==> config.mk <==
export PLATFORM = sky130hd
export DESIGN_NAME = screen_ram_arbiter_flat
export DESIGN_NICKNAME = d
export VERILOG_FILES = /design/src/rtl/hack_screen_pkg.sv /design/src/rtl/screen_ram_arbiter_if.sv /design/src/rtl/screen_word_cache.sv /design/src/rtl/screen_ram_arbiter.sv /design/src/flat_wrapper.sv
export SDC_FILE = /design/constraint.sdc
export NUM_CORES = 1
export LEC_CHECK = 0
export ABC_CLOCK_PERIOD_IN_PS = 3300
export BUFFER_PORTS_ARGS = -buffer_cell sky130_fd_sc_hd__buf_2
export CAP_MARGIN = 15
export CORE_MARGIN = 5
export CORE_UTILIZATION = 49
export CTS_CLUSTER_DIAMETER = 50
export DETAILED_ROUTE_END_ITERATION = 10
export HOLD_SLACK_MARGIN = 0.08
export PLACE_DENSITY = 0.84
export SYNTH_ARGS = -nofsm -noshare
export SYNTH_HDL_FRONTEND = slang
export SYNTH_SLANG_ARGS = --single-unit
==> constraint.sdc <==
create_clock -name clk -period 3.3 [get_ports clk]
set_input_delay 0.495 -clock clk [delete_from_list [all_inputs] [get_ports clk]]
set_output_delay 0.495 -clock clk [all_outputs]
set_load 0.1 [all_outputs]
==> src/rtl/hack_screen_pkg.sv <==
// Shared types and sizes for the Hack screen RAM arbiter.
// Holds the screen address/word widths, their typedefs and the width of the
// CPU wait counter.
package hack_screen_pkg;

  localparam int SCREEN_AW = 13;
  localparam int SCREEN_DW = 16;

  // Wide enough for any wait limit in 1..255
  localparam int WAIT_W = 8;

  typedef logic [SCREEN_AW-1:0] screen_addr_t;
  typedef logic [SCREEN_DW-1:0] screen_word_t;

endpackage

==> src/rtl/screen_ram_arbiter_if.sv <==
// Bus bundle between the screen RAM arbiter and its surroundings.
// Groups three sides:
//   VGA : vga_en, vga_addr -> vga_rdata, vga_stale
//   CPU : cpu_req, cpu_we, cpu_addr, cpu_wdata -> cpu_ready, cpu_rvalid, cpu_rdata
//   RAM : ram_addr, ram_we, ram_wdata -> ram_rdata (one-cycle read latency)
// Modport master is the environment (VGA scanner, CPU, RAM).
// Modport slave is the arbiter itself.
interface screen_ram_arbiter_if;
  import hack_screen_pkg::*;

  logic         vga_en;
  screen_addr_t vga_addr;
  screen_word_t vga_rdata;
  logic         vga_stale;

  logic         cpu_req;
  logic         cpu_we;
  screen_addr_t cpu_addr;
  screen_word_t cpu_wdata;
  logic         cpu_ready;
  logic         cpu_rvalid;
  screen_word_t cpu_rdata;

  screen_addr_t ram_addr;
  logic         ram_we;
  screen_word_t ram_wdata;
  screen_word_t ram_rdata;

  modport master (
    output vga_en, vga_addr, cpu_req, cpu_we, cpu_addr, cpu_wdata, ram_rdata,
    input  vga_rdata, vga_stale, cpu_ready, cpu_rvalid, cpu_rdata,
           ram_addr, ram_we, ram_wdata
  );

  modport slave (
    input  vga_en, vga_addr, cpu_req, cpu_we, cpu_addr, cpu_wdata, ram_rdata,
    output vga_rdata, vga_stale, cpu_ready, cpu_rvalid, cpu_rdata,
           ram_addr, ram_we, ram_wdata
  );

endinterface

==> src/rtl/screen_word_cache.sv <==
// One-word cache in front of the screen RAM for the VGA side.
// Ports:
//   clk, rst     : clock and asynchronous active-high reset
//   lookup_addr  : VGA address compared against the stored tag
//   hit          : stored tag is valid and equals lookup_addr
//   fill_start   : a VGA miss owns the RAM this cycle; retarget to lookup_addr
//   ram_rdata    : RAM read data, lands one cycle after fill_start
//   wr_en        : granted CPU write this cycle
//   wr_addr      : CPU write address
//   wr_data      : CPU write data
//   rdata        : word for the address looked up one cycle earlier
module screen_word_cache
  import hack_screen_pkg::*;
(
  input  logic         clk,
  input  logic         rst,
  input  screen_addr_t lookup_addr,
  output logic         hit,
  input  logic         fill_start,
  input  screen_word_t ram_rdata,
  input  logic         wr_en,
  input  screen_addr_t wr_addr,
  input  screen_word_t wr_data,
  output screen_word_t rdata
);

  screen_addr_t tag;
  logic         tag_valid;
  screen_word_t cache_data;
  logic         fill;
  logic         write_through;

  assign hit           = tag_valid && (lookup_addr == tag);
  assign write_through = wr_en && tag_valid && (wr_addr == tag);

  // While a fill is in flight the RAM output is the freshest copy of the word
  assign rdata = fill ? ram_rdata : cache_data;

  // Tag and fill flag: a served miss retargets the cache and schedules a fill
  always_ff @(posedge clk or posedge rst) begin
    if (rst) begin
      tag       <= {SCREEN_AW{1'b0}};
      tag_valid <= 1'b0;
      fill      <= 1'b0;
    end else begin
      fill <= fill_start;
      if (fill_start) begin
        tag       <= lookup_addr;
        tag_valid <= 1'b1;
      end
    end
  end

  // Data word: a CPU write-through beats a fill landing on the same edge,
  // because the RAM output still carries the pre-write value
  always_ff @(posedge clk or posedge rst) begin
    if (rst) begin
      cache_data <= {SCREEN_DW{1'b0}};
    end else if (write_through) begin
      cache_data <= wr_data;
    end else if (fill) begin
      cache_data <= ram_rdata;
    end
  end

endmodule

==> src/rtl/screen_ram_arbiter.sv <==
// Arbiter sharing one single-port screen RAM between the VGA scanner and the CPU.
// VGA misses normally own the RAM; the CPU gets it otherwise, and is forced
// through after MAX_WAIT consecutive stalled cycles (the VGA then gets the
// cached word and vga_stale pulses).
// Ports:
//   clk : sole clock, rising edge
//   rst : asynchronous active-high reset; all outputs are 0 while asserted
//   bus : screen_ram_arbiter_if.slave carrying the VGA, CPU and RAM sides
module screen_ram_arbiter
  import hack_screen_pkg::*;
#(
  parameter int unsigned MAX_WAIT = 32'd32
) (
  input  logic                 clk,
  input  logic                 rst,
  screen_ram_arbiter_if.slave  bus
);

  localparam logic [WAIT_W-1:0] WAIT_LIMIT = WAIT_W'(MAX_WAIT);
  localparam logic [WAIT_W-1:0] WAIT_STEP  = WAIT_W'(1);

  logic              vga_hit;
  logic              vga_conflict;
  logic              forced;
  logic              vga_miss;
  logic              cpu_grant;
  logic              cpu_wr_grant;
  logic              stale_next;
  logic [WAIT_W-1:0] wait_cnt;
  logic [WAIT_W-1:0] wait_cnt_next;
  logic              rd_valid;
  logic              stale;
  screen_addr_t      ram_addr;
  logic              ram_we;
  screen_word_t      ram_wdata;
  screen_word_t      cache_rdata;

  screen_word_cache u_cache (
    .clk         (clk),
    .rst         (rst),
    .lookup_addr (bus.vga_addr),
    .hit         (vga_hit),
    .fill_start  (vga_miss),
    .ram_rdata   (bus.ram_rdata),
    .wr_en       (cpu_wr_grant),
    .wr_addr     (bus.cpu_addr),
    .wr_data     (bus.cpu_wdata),
    .rdata       (cache_rdata)
  );

  // Arbitration: a VGA miss owns the RAM unless the CPU has waited long enough
  always_comb begin
    vga_conflict = bus.vga_en && !vga_hit;
    forced       = bus.cpu_req && (wait_cnt == WAIT_LIMIT);
    // Gating with rst keeps every output at 0 while reset is held
    vga_miss     = vga_conflict && !forced && !rst;
    cpu_grant    = bus.cpu_req && !vga_miss && !rst;
    cpu_wr_grant = cpu_grant && bus.cpu_we;
    stale_next   = vga_conflict && forced && !rst;
  end

  // RAM port mux: VGA miss, else granted CPU, else idle at address 0
  always_comb begin
    ram_addr  = {SCREEN_AW{1'b0}};
    ram_we    = 1'b0;
    ram_wdata = {SCREEN_DW{1'b0}};
    if (vga_miss) begin
      ram_addr = bus.vga_addr;
    end else if (cpu_grant) begin
      ram_addr  = bus.cpu_addr;
      ram_we    = bus.cpu_we;
      ram_wdata = bus.cpu_wdata;
    end else begin
      ram_addr  = {SCREEN_AW{1'b0}};
      ram_we    = 1'b0;
      ram_wdata = {SCREEN_DW{1'b0}};
    end
  end

  // Wait counter next value: counts stalled request cycles, saturating
  always_comb begin
    wait_cnt_next = wait_cnt;
    if (!bus.cpu_req || cpu_grant) begin
      wait_cnt_next = {WAIT_W{1'b0}};
    end else if (wait_cnt < WAIT_LIMIT) begin
      wait_cnt_next = wait_cnt + WAIT_STEP;
    end else begin
      wait_cnt_next = wait_cnt;
    end
  end

  // Sequential state: wait counter, read-valid and stale pulses
  always_ff @(posedge clk or posedge rst) begin
    if (rst) begin
      wait_cnt <= {WAIT_W{1'b0}};
      rd_valid <= 1'b0;
      stale    <= 1'b0;
    end else begin
      wait_cnt <= wait_cnt_next;
      rd_valid <= cpu_grant && !bus.cpu_we;
      stale    <= stale_next;
    end
  end

  assign bus.ram_addr   = ram_addr;
  assign bus.ram_we     = ram_we;
  assign bus.ram_wdata  = ram_wdata;
  assign bus.cpu_ready  = cpu_grant;
  assign bus.cpu_rvalid = rd_valid;
  assign bus.cpu_rdata  = rd_valid ? bus.ram_rdata : {SCREEN_DW{1'b0}};
  assign bus.vga_rdata  = cache_rdata;
  assign bus.vga_stale  = stale;

endmodule

==> src/flat_wrapper.sv <==
// flat-port wrapper written by rule: the top's interface ports become plain ports
module screen_ram_arbiter_flat import hack_screen_pkg::*;
#(
  parameter int unsigned MAX_WAIT = 32'd32
)
  (clk, rst, bus_vga_en, bus_vga_addr, bus_cpu_req, bus_cpu_we, bus_cpu_addr, bus_cpu_wdata, bus_ram_rdata, bus_vga_rdata, bus_vga_stale, bus_cpu_ready, bus_cpu_rvalid, bus_cpu_rdata, bus_ram_addr, bus_ram_we, bus_ram_wdata);
  screen_ram_arbiter_if bus_i ();
  input  logic clk;
  input  logic rst;
  input wire logic [$bits(bus_i.vga_en)-1:0] bus_vga_en;
  input wire logic [$bits(bus_i.vga_addr)-1:0] bus_vga_addr;
  input wire logic [$bits(bus_i.cpu_req)-1:0] bus_cpu_req;
  input wire logic [$bits(bus_i.cpu_we)-1:0] bus_cpu_we;
  input wire logic [$bits(bus_i.cpu_addr)-1:0] bus_cpu_addr;
  input wire logic [$bits(bus_i.cpu_wdata)-1:0] bus_cpu_wdata;
  input wire logic [$bits(bus_i.ram_rdata)-1:0] bus_ram_rdata;
  output wire logic [$bits(bus_i.vga_rdata)-1:0] bus_vga_rdata;
  output wire logic [$bits(bus_i.vga_stale)-1:0] bus_vga_stale;
  output wire logic [$bits(bus_i.cpu_ready)-1:0] bus_cpu_ready;
  output wire logic [$bits(bus_i.cpu_rvalid)-1:0] bus_cpu_rvalid;
  output wire logic [$bits(bus_i.cpu_rdata)-1:0] bus_cpu_rdata;
  output wire logic [$bits(bus_i.ram_addr)-1:0] bus_ram_addr;
  output wire logic [$bits(bus_i.ram_we)-1:0] bus_ram_we;
  output wire logic [$bits(bus_i.ram_wdata)-1:0] bus_ram_wdata;
  assign bus_i.vga_en = bus_vga_en;
  assign bus_i.vga_addr = bus_vga_addr;
  assign bus_i.cpu_req = bus_cpu_req;
  assign bus_i.cpu_we = bus_cpu_we;
  assign bus_i.cpu_addr = bus_cpu_addr;
  assign bus_i.cpu_wdata = bus_cpu_wdata;
  assign bus_i.ram_rdata = bus_ram_rdata;
  assign bus_vga_rdata = bus_i.vga_rdata;
  assign bus_vga_stale = bus_i.vga_stale;
  assign bus_cpu_ready = bus_i.cpu_ready;
  assign bus_cpu_rvalid = bus_i.cpu_rvalid;
  assign bus_cpu_rdata = bus_i.cpu_rdata;
  assign bus_ram_addr = bus_i.ram_addr;
  assign bus_ram_we = bus_i.ram_we;
  assign bus_ram_wdata = bus_i.ram_wdata;
  screen_ram_arbiter #(.MAX_WAIT(MAX_WAIT)) u_core (.clk(clk), .rst(rst), .bus(bus_i));
endmodule
==> run summary, run 1 <==
In the detailed route, the total length drawn on met3 is 426 um. The congestion estimate from routability-driven global placement came to 0.792. The slew at the pin with the worst max-slew slack is 0.720 ns. The floorplan step defined a die boundary enclosing 6690 um2.

The run gives 0 as the initial antenna violation count. After routing, the total negative slack on setup checks comes to 0 ns. The first global-routing pass estimated 10800 um of wire. The worst-case IR drop observed on VDD is 0.320 mV. After clock tree synthesis, the clock-pin slew on the worst setup and hold paths is 0.08 ns. Top metal layer carrying routed signals: met4. The post-synthesis to final-layout area growth was 53.9%.

The initial cell density of the core is 0.501. The sequential group share of total power was 0.335; the average detailed-routed wire length per instance was 16.9 um. Ratio of cells with drive above 1 in the final layout: 0.551. For this design the ratio of total power to cell area is 461 nW/um2. A synthesized cell averages 11.5 um2.

For this run, the number of standard cells in the final layout without fillers is 424. The total overflow left after global routing is 0. The number of DRC violations after detailed-routing iteration 0 was 113; the number of diodes added for antenna fixing was 0. After synthesis, the netlist uses 29 different library cells.

Summed over all nets, wire length on met2 after detailed routing comes to 3980 um. After synthesis the cells add up to 2530 um2. Count of unresolved DRC violations after routing: 0.

The clock sink total was 41; the power dissipated by switching net loads was 736 uW. The total chip power is 1.79 mW, and the number of vias after detailed routing is 2151. The detailed placement HPWL was 5580 um. Measured along the x axis, the die boundary spans 81.8 um. The number of warnings issued by yosys was 0; the pin count of the biggest net entering global routing was 30. The cell leakage power is 1.85 nW, and the power share of the clock group is 0.237. Setup violations remaining at the end of the flow were counted as 0.

The first TritonRoute pass finished after 4 iterations. For the portion of the post-synthesis area used by sequential elements, the log shows 0.406. In this run the cell area measured after placement is 3720 um2. Max-cap violations in this run came to 0. TritonCTS built the clock tree. The part of the power in combinational logic was 0.428. By startpoint and endpoint, the worst setup path is classified as flop to primary output. The element type at the critical path end was a primary output.

The tools report the worst slew margin relative to its limit as 0.520. Data arrives at the worst endpoint at 2.63 ns. The post-route fraction of the period consumed by the critical path came out at 0.946. STA classifies the critical path startpoint as a flop. The clock arrives with 0.00972 ns of skew. The height of the die is 81.8 um, and the clock period minus final worst setup slack is 3.12 ns. Hold repair after CTS inserted 0 buffers. The routed design has 7170 um of wire.

For this run, the top clock speed supported by timing is 320 MHz. The run gives 0.192 ns as the tightest hold margin. The run gives 0 as the number of hold violations in the final report. Critical path data required time: 2.80 ns.

The overall routing resource usage was 0.213. The count of buffers added on input and output ports is 127. In the routed layout, each cell is associated on average with a via count of 5.07. The tools report the number of ports placed on the die boundary as 128. Number of register bits inferred by synthesis: 41. The class of the most critical hold timing path is primary input to async pin. The clock network latency to the later pin of the worst-skew pair was 0.29 ns; the post-route standard cell area excluding fillers was 3890 um2.

Summing all flip-flop and latch instances after layout gives 1030 um2. Row generation in the floorplan step produced 26 rows. The multi-input combinational cells in the finished layout cover a total of 1440 um2.

The run gives 2270 as the via count of the first global-routing pass. The flow ran to the end, and the final reports show no timing, DRC or antenna violations. The clock passes through at most 2 buffers. The number of clock buffers added by TritonCTS is 5.

After filler insertion, the fill cell instance count of the layout stands at 313. The total area inside the core boundary comes to 5040 um2. Setup repair after global routing left no endpoint under its margin. The tools report the number of pins exceeding their max-slew limit in the final report as 0. The tree is rooted in a sky130_fd_sc_hd__clkbuf_8. The tools report the total number of nets in the final design as 418. Counting tap cells, the placed design contains a total of 413 instances. In the final routing, the length of wire on met1 measures 2660 um. Synthesis produced 220 cells. Depth of the CTS H-tree: 2.

In this run the worst path has a maximum fanout of 29. Synthesis produced a netlist with a net count of 285. The detail route stage leaves a number of antenna-violating nets equal to 0. Cell internal power was estimated by the tool at 1.06 mW.

The switching power share of the total is 0.411.
## routing by layer
layer / vias up / track usage
met4: 0 / 0.0731
li1: 1023 / -
met1: 1040 / 0.243
met3: 8 / 0.0285
met2: 80 / 0.403
met5: - / 0
## power by group through the flow
stage               registers (mW)  logic, mW  clock network, mW
finish                       0.601      0.766              0.424
CTS                          0.600      0.764              0.434
global placement             0.604      0.747                  0
floorplan                    0.598      0.571                  0
global route                 0.607      0.798              0.451
detailed placement           0.610      0.760                  0
## layout by cell type, fill, tap and decap left out, types with 2 or more instances in the layout
| cell | instances |
|---|---|
| sky130_fd_sc_hd__mux2_2 | 34 |
| sky130_fd_sc_hd__nand2_1 | 11 |
| sky130_fd_sc_hd__a22o_1 | 13 |
| sky130_fd_sc_hd__nor2b_1 | 2 |
| sky130_fd_sc_hd__buf_4 | 8 |
| sky130_fd_sc_hd__xnor2_1 | 30 |
| sky130_fd_sc_hd__ha_1 | 2 |
| sky130_fd_sc_hd__mux2_4 | 10 |
| sky130_fd_sc_hd__nor2_1 | 8 |
| sky130_fd_sc_hd__dfrtp_1 | 41 |
| sky130_fd_sc_hd__clkbuf_8 | 6 |
| sky130_fd_sc_hd__buf_2 | 96 |
| sky130_fd_sc_hd__inv_1 | 3 |
| sky130_fd_sc_hd__nor3b_1 | 2 |
| sky130_fd_sc_hd__buf_12 | 31 |
| sky130_fd_sc_hd__nand4_1 | 8 |
| sky130_fd_sc_hd__and2_1 | 32 |
## state kept, by name, indices dropped and copies added (netlist names)
register	count
u_core.u_cache.tag_valid	1
u_core.u_cache.cache_data	16
u_core.bus.cpu_rvalid	1
u_core.bus.vga_stale	1
u_core.u_cache.tag	13
u_core.wait_cnt	8
u_core.u_cache.fill	1
## cells in the mapped netlist
cell | n | share of area
sky130_fd_sc_hd__nor2_1 | 8 | 0.012
sky130_fd_sc_hd__nor4_1 | 1 | 0.0025
sky130_fd_sc_hd__o21ai_0 | 1 | 0.0020
sky130_fd_sc_hd__o21a_1 | 1 | 0.0030
sky130_fd_sc_hd__mux2_4 | 10 | 0.059
sky130_fd_sc_hd__or4b_1 | 1 | 0.0040
sky130_fd_sc_hd__nand2_1 | 11 | 0.016
sky130_fd_sc_hd__mux2_2 | 34 | 0.15
sky130_fd_sc_hd__nor3_2 | 1 | 0.0040
sky130_fd_sc_hd__inv_1 | 3 | 0.0045
sky130_fd_sc_hd__nor3_1 | 1 | 0.0020
sky130_fd_sc_hd__o41ai_4 | 1 | 0.011
sky130_fd_sc_hd__and2_1 | 33 | 0.082
sky130_fd_sc_hd__a22o_1 | 13 | 0.045
sky130_fd_sc_hd__ha_1 | 2 | 0.0099
sky130_fd_sc_hd__nand4_1 | 8 | 0.020
sky130_fd_sc_hd__dfrtp_1 | 41 | 0.41
sky130_fd_sc_hd__mux2_1 | 1 | 0.0045
sky130_fd_sc_hd__xnor2_1 | 30 | 0.10
sky130_fd_sc_hd__clkbuf_1 | 6 | 0.0089
sky130_fd_sc_hd__mux2i_1 | 1 | 0.0040
sky130_fd_sc_hd__or2_2 | 1 | 0.0025
sky130_fd_sc_hd__nor3b_1 | 2 | 0.0059
sky130_fd_sc_hd__o2111ai_4 | 1 | 0.010
sky130_fd_sc_hd__buf_1 | 1 | 0.0015
sky130_fd_sc_hd__buf_2 | 3 | 0.0059
sky130_fd_sc_hd__buf_6 | 1 | 0.0045
sky130_fd_sc_hd__nor4_4 | 1 | 0.0084
sky130_fd_sc_hd__nor2b_1 | 2 | 0.0050
## critical path, stage by stage, from the launching register on
cell	delay [ns]
sky130_fd_sc_hd__dfrtp_1	0.42
sky130_fd_sc_hd__xnor2_1	0.26
sky130_fd_sc_hd__nand4_1	0.22
sky130_fd_sc_hd__o41ai_4	0.41
sky130_fd_sc_hd__buf_4	0.21
sky130_fd_sc_hd__o21a_1	0.15
sky130_fd_sc_hd__buf_6	0.23
sky130_fd_sc_hd__a22o_1	0.23
sky130_fd_sc_hd__buf_12	0.19
## path summary, 6_finish.rpt
check                                         startpoint                            end  slack (ns)  cells past startpoint
min in group clk                              bus_cpu_we          u_core.bus.cpu_rvalid        0.42                      2
worst max register to register        u_core.wait_cnt[0]  u_core.u_cache.cache_data[14]        0.74                      7
max in group asynchronous                            rst   u_core.u_cache.cache_data[7]        2.45                      4
worst max-delay path               u_core.u_cache.tag[9]                bus_ram_addr[5]        0.18                      8
worst min register to register  u_core.u_cache.tag_valid       u_core.u_cache.tag_valid        0.53                      1
worst min-delay path                                 rst          u_core.u_cache.tag[5]        0.19                      2
## cells by family after synthesis
family,synth area share
adders and majority gates,0.00990
buffers and inverters,0.0253
and+or+nand+nor,0.164
DFF,0.406
muxes,0.219
AOI/OAI and AO/OA,0.0713
xor gates and xnor gates,0.104
## cell type report
| type | instances | share of cell area |
|---|---|---|
| Sequential cell | 41 | 0.264 |
| Multi-Input combinational cell | 165 | 0.371 |
| Timing Repair Buffer | 137 | 0.309 |
| Tap cell | 70 | 0.0225 |
| Clock inverter | 2 | 0.00965 |
| Inverter | 3 | 0.00290 |
| Clock buffer | 6 | 0.0212 |
## what timing repair did
action	CTS	global route
buffers inserted	0	2
endpoints found under the setup margin	0	10
resized for setup	0	2
## through the flow
stage          setup slack (ns)   util
3_5_place_dp              0.330  0.737
3_3_place_gp              0.379  0.737
2_1_floorplan             0.184      -
4_1_cts                  0.0587  0.761
6_report                  0.180  0.771
5_1_grt                  0.0566  0.771
Note: power is estimated with default switching activity, not from simulation.
==> inputs of run 2 (changes only) <==
--- a/config.mk
+++ b/config.mk
@@ -9,11 +9,12 @@
 export BUFFER_PORTS_ARGS = -buffer_cell sky130_fd_sc_hd__buf_2
 export CAP_MARGIN = 15
 export CORE_MARGIN = 5
-export CORE_UTILIZATION = 49
+export CORE_UTILIZATION = 51
+export CTS_BUF_LIST = sky130_fd_sc_hd__clkbuf_8
 export CTS_CLUSTER_DIAMETER = 50
 export DETAILED_ROUTE_END_ITERATION = 10
 export HOLD_SLACK_MARGIN = 0.08
-export PLACE_DENSITY = 0.84
+export PLACE_DENSITY = 0.87
 export SYNTH_ARGS = -nofsm -noshare
 export SYNTH_HDL_FRONTEND = slang
 export SYNTH_SLANG_ARGS = --single-unit
==> run summary, run 2 (same netlist as run 1, synthesis figures left out) <==
The flow ran to the end, and the final reports show no timing, DRC or antenna violations. Summing all multi-input logic gate instances after layout gives 1440 um2. TritonCTS created 5 clock buffers. Pin placement for this block handled 128 I/O pins. For the initial antenna violation count, the log shows 0.

The average via count per standard cell came out at 5.21. The register with the most flip-flops in the layout has 16 of them. The run gives 0.355 as the sequential group share of total power.

The run gives 4 as the length of the first detailed-routing pass in iterations. The worst setup path is launched from a flop. Post-route setup TNS: 0 ns.

The tree built by TritonCTS fans out to 41 sinks. For this design the static power due to leakage is 1.81 nW. The initial cell density of the core was 0.531. CTS placed an instance of sky130_fd_sc_hd__clkbuf_8 at the clock tree root.

The total number of nets in the final design was 414. The run gives 5670 um as the detailed placement HPWL. The total area inside the core boundary comes to 4750 um2. The worst setup path is captured at a primary output. VDD sags by at most 0.279 mV.

The post-route fraction of the period consumed by the critical path came out at 0.969. The number of pins exceeding their max-slew limit in the final report is 0. In this run the vertical extent of the chip is 80.4 um. For the part of the power in combinational logic, the log shows 0.450.

The ratio of cells with drive above 1 in the final layout came out at 0.546. The critical path is of the flop to primary output type. The tools report the number of maximum-capacitance violations as 0.

The detail route stage leaves a number of antenna-violating nets equal to 0. The number of hold violations in the final report was 0. Setup repair after global routing left no endpoint under its margin. At the worst endpoint, the arrival time is 2.70 ns. Highest clock rate: 313 MHz.

Power comes to 1.69 mW. The logs give 2.80 ns for the critical path data required time and 7170 um for the wire length reported by the detailed router. The clock arrives with 0.00807 ns of skew. Counting along the longest clock path gives a buffer depth of 2. The floorplan step defined a die boundary enclosing 6460 um2.

The power share of the clock group came out at 0.195. The longest individual stage delay on the worst path works out to 0.50 ns. Leaving out fill and tap cells, the most frequent cells in the layout are sky130_fd_sc_hd__buf_2 (96), sky130_fd_sc_hd__dfrtp_1 (41), sky130_fd_sc_hd__mux2_2 (34), sky130_fd_sc_hd__and2_1 (32), sky130_fd_sc_hd__buf_12 (31). Across the whole layout, storage elements account for 1030 um2. In the final routed layout, each cell accounts on average for 17.2 um.

The library cell used most frequently in the layout, excluding fill and tap cells, is sky130_fd_sc_hd__buf_2. The worst slew margin relative to its limit was 0.491. The via count of the first global-routing pass was 2271; the quantity of hold-fixing buffers added after cts was 0. Critical path's slowest cell: sky130_fd_sc_hd__or4b_1. The class of the most critical hold timing path is primary input to async pin.

TritonCTS built the clock tree. The number of buffers inserted by port buffering is 127. The filler cells instantiated in the layout total 266. The pin count of the biggest net entering global routing is 29.

Count of unresolved DRC violations after routing: 0. The switching power share of the total works out to 0.438. Clock-pin slew was measured on the worst setup and hold paths at 0.09 ns. In this run the power spent charging and discharging nets is 739 uW.

Of all nets on the critical path, the largest fanout is 27. The post-synthesis to final-layout area growth works out to 50.1%. Clock network latency to the later pin of the worst-skew pair: 0.30 ns. The first global-routing pass estimated 11000 um of wire. Setup violations remaining at the end of the flow were counted as 0. The floorplan step set the die width to 80.4 um.

The count of cells in the finished layout, fillers not included, comes to 417. The slew at the pin with the worst max-slew slack is 0.763 ns. The largest registers in the layout are u_core.u_cache.cache_data: 16 flops, u_core.u_cache.tag: 13 flops, u_core.wait_cnt: 8 flops. The congestion estimate from routability-driven global placement came to 0.837. The cell-internal power was 949 uW. The run gives 0 as the number of diodes added for antenna fixing.

CTS built an H-tree with a depth of 2. Total global routing overflow: 0. The critical path goes through inv_1, ha_1, or4b_1, nor4_4, o21a_1, buf_4, and2_1, buf_12. The overall routing resource usage came out at 0.222. After detailed placement, the design holds a cell count of 407. Dividing total power by cell area gives a power density of 445 nW/um2.

u_core.u_cache.cache_data holds more flip-flops than any other register. The routed layout has 2172 vias. For the finished layout, the period the worst path requires is 3.20 ns.

The run gives 25 as the cell row count. The run gives 126 as the number of DRC violations after detailed-routing iteration 0.
run 2: layout make-up:
type                       count  share of cell area
multi-input combinational    165               0.379
clock buffer                   5              0.0182
clock inverter                 3             0.00462
sequential                    41               0.271
inverter                       3             0.00297
timing repair buffer         133               0.302
tap                           67              0.0221
run 2: what timing repair did:
| action | 4_1_cts | 5_1_grt |
|---|---|---|
| setup endpoints to repair | 0 | 17 |
| resized for setup | 0 | 0 |
| buffers inserted | 0 | 2 |
run 2: final timing paths:
check | start | end | slack, ns | cells after the start
min in group clk | rst | u_core.bus.vga_stale | 0.41 | 2
setup reg to reg | u_core.wait_cnt[0] | u_core.u_cache.cache_data[5] | 0.70 | 7
setup / recovery | u_core.wait_cnt[0] | bus_ram_wdata[10] | 0.10 | 8
max in group asynchronous | rst | u_core.u_cache.cache_data[14] | 2.23 | 3
hold reg to reg | u_core.u_cache.tag_valid | u_core.u_cache.tag_valid | 0.55 | 1
hold / removal | rst | u_core.u_cache.tag[10] | 0.30 | 2
run 2: critical path, delay by kind of cell, from the launching register on:
family | cells | cell delay, ns
buffers and inverters | 3 | 0.59
adders and majority gates | 1 | 0.16
AOI/OAI and AO/OA | 1 | 0.21
and+or+nand+nor | 3 | 1.03
DFF | 1 | 0.41
run 2: power by group through the flow:
stage               Clock (mW)  Sequential, mW  Combinational, mW
finish                   0.328           0.600              0.760
global route             0.354           0.605              0.789
CTS                      0.331           0.600              0.763
detailed placement           0           0.610              0.760
global placement             0           0.604              0.742
floorplan                    0           0.598              0.571
run 2: stage by stage:
step / hold WS, ns / utilization / instance area (um2) / worst slack [ns]
global placement: 0.481 / 0.776 / 3690 / 0.466
CTS: 0.305 / 0.794 / 3780 / 0.0790
floorplan: 0.463 / - / 2530 / 0.184
detailed placement: 0.496 / 0.776 / 3690 / 0.313
global route: 0.347 / 0.797 / 3790 / 0.0102
finish: 0.299 / 0.797 / 3790 / 0.102
run 2: layer usage:
layer,wire length [um],global-route usage,vias to the layer above
met5,0,0,-
met3,521,0.0538,10
met1,2540,0.240,1056
li1,-,-,1016
met2,3970,0.416,90
met4,136,0.0777,0
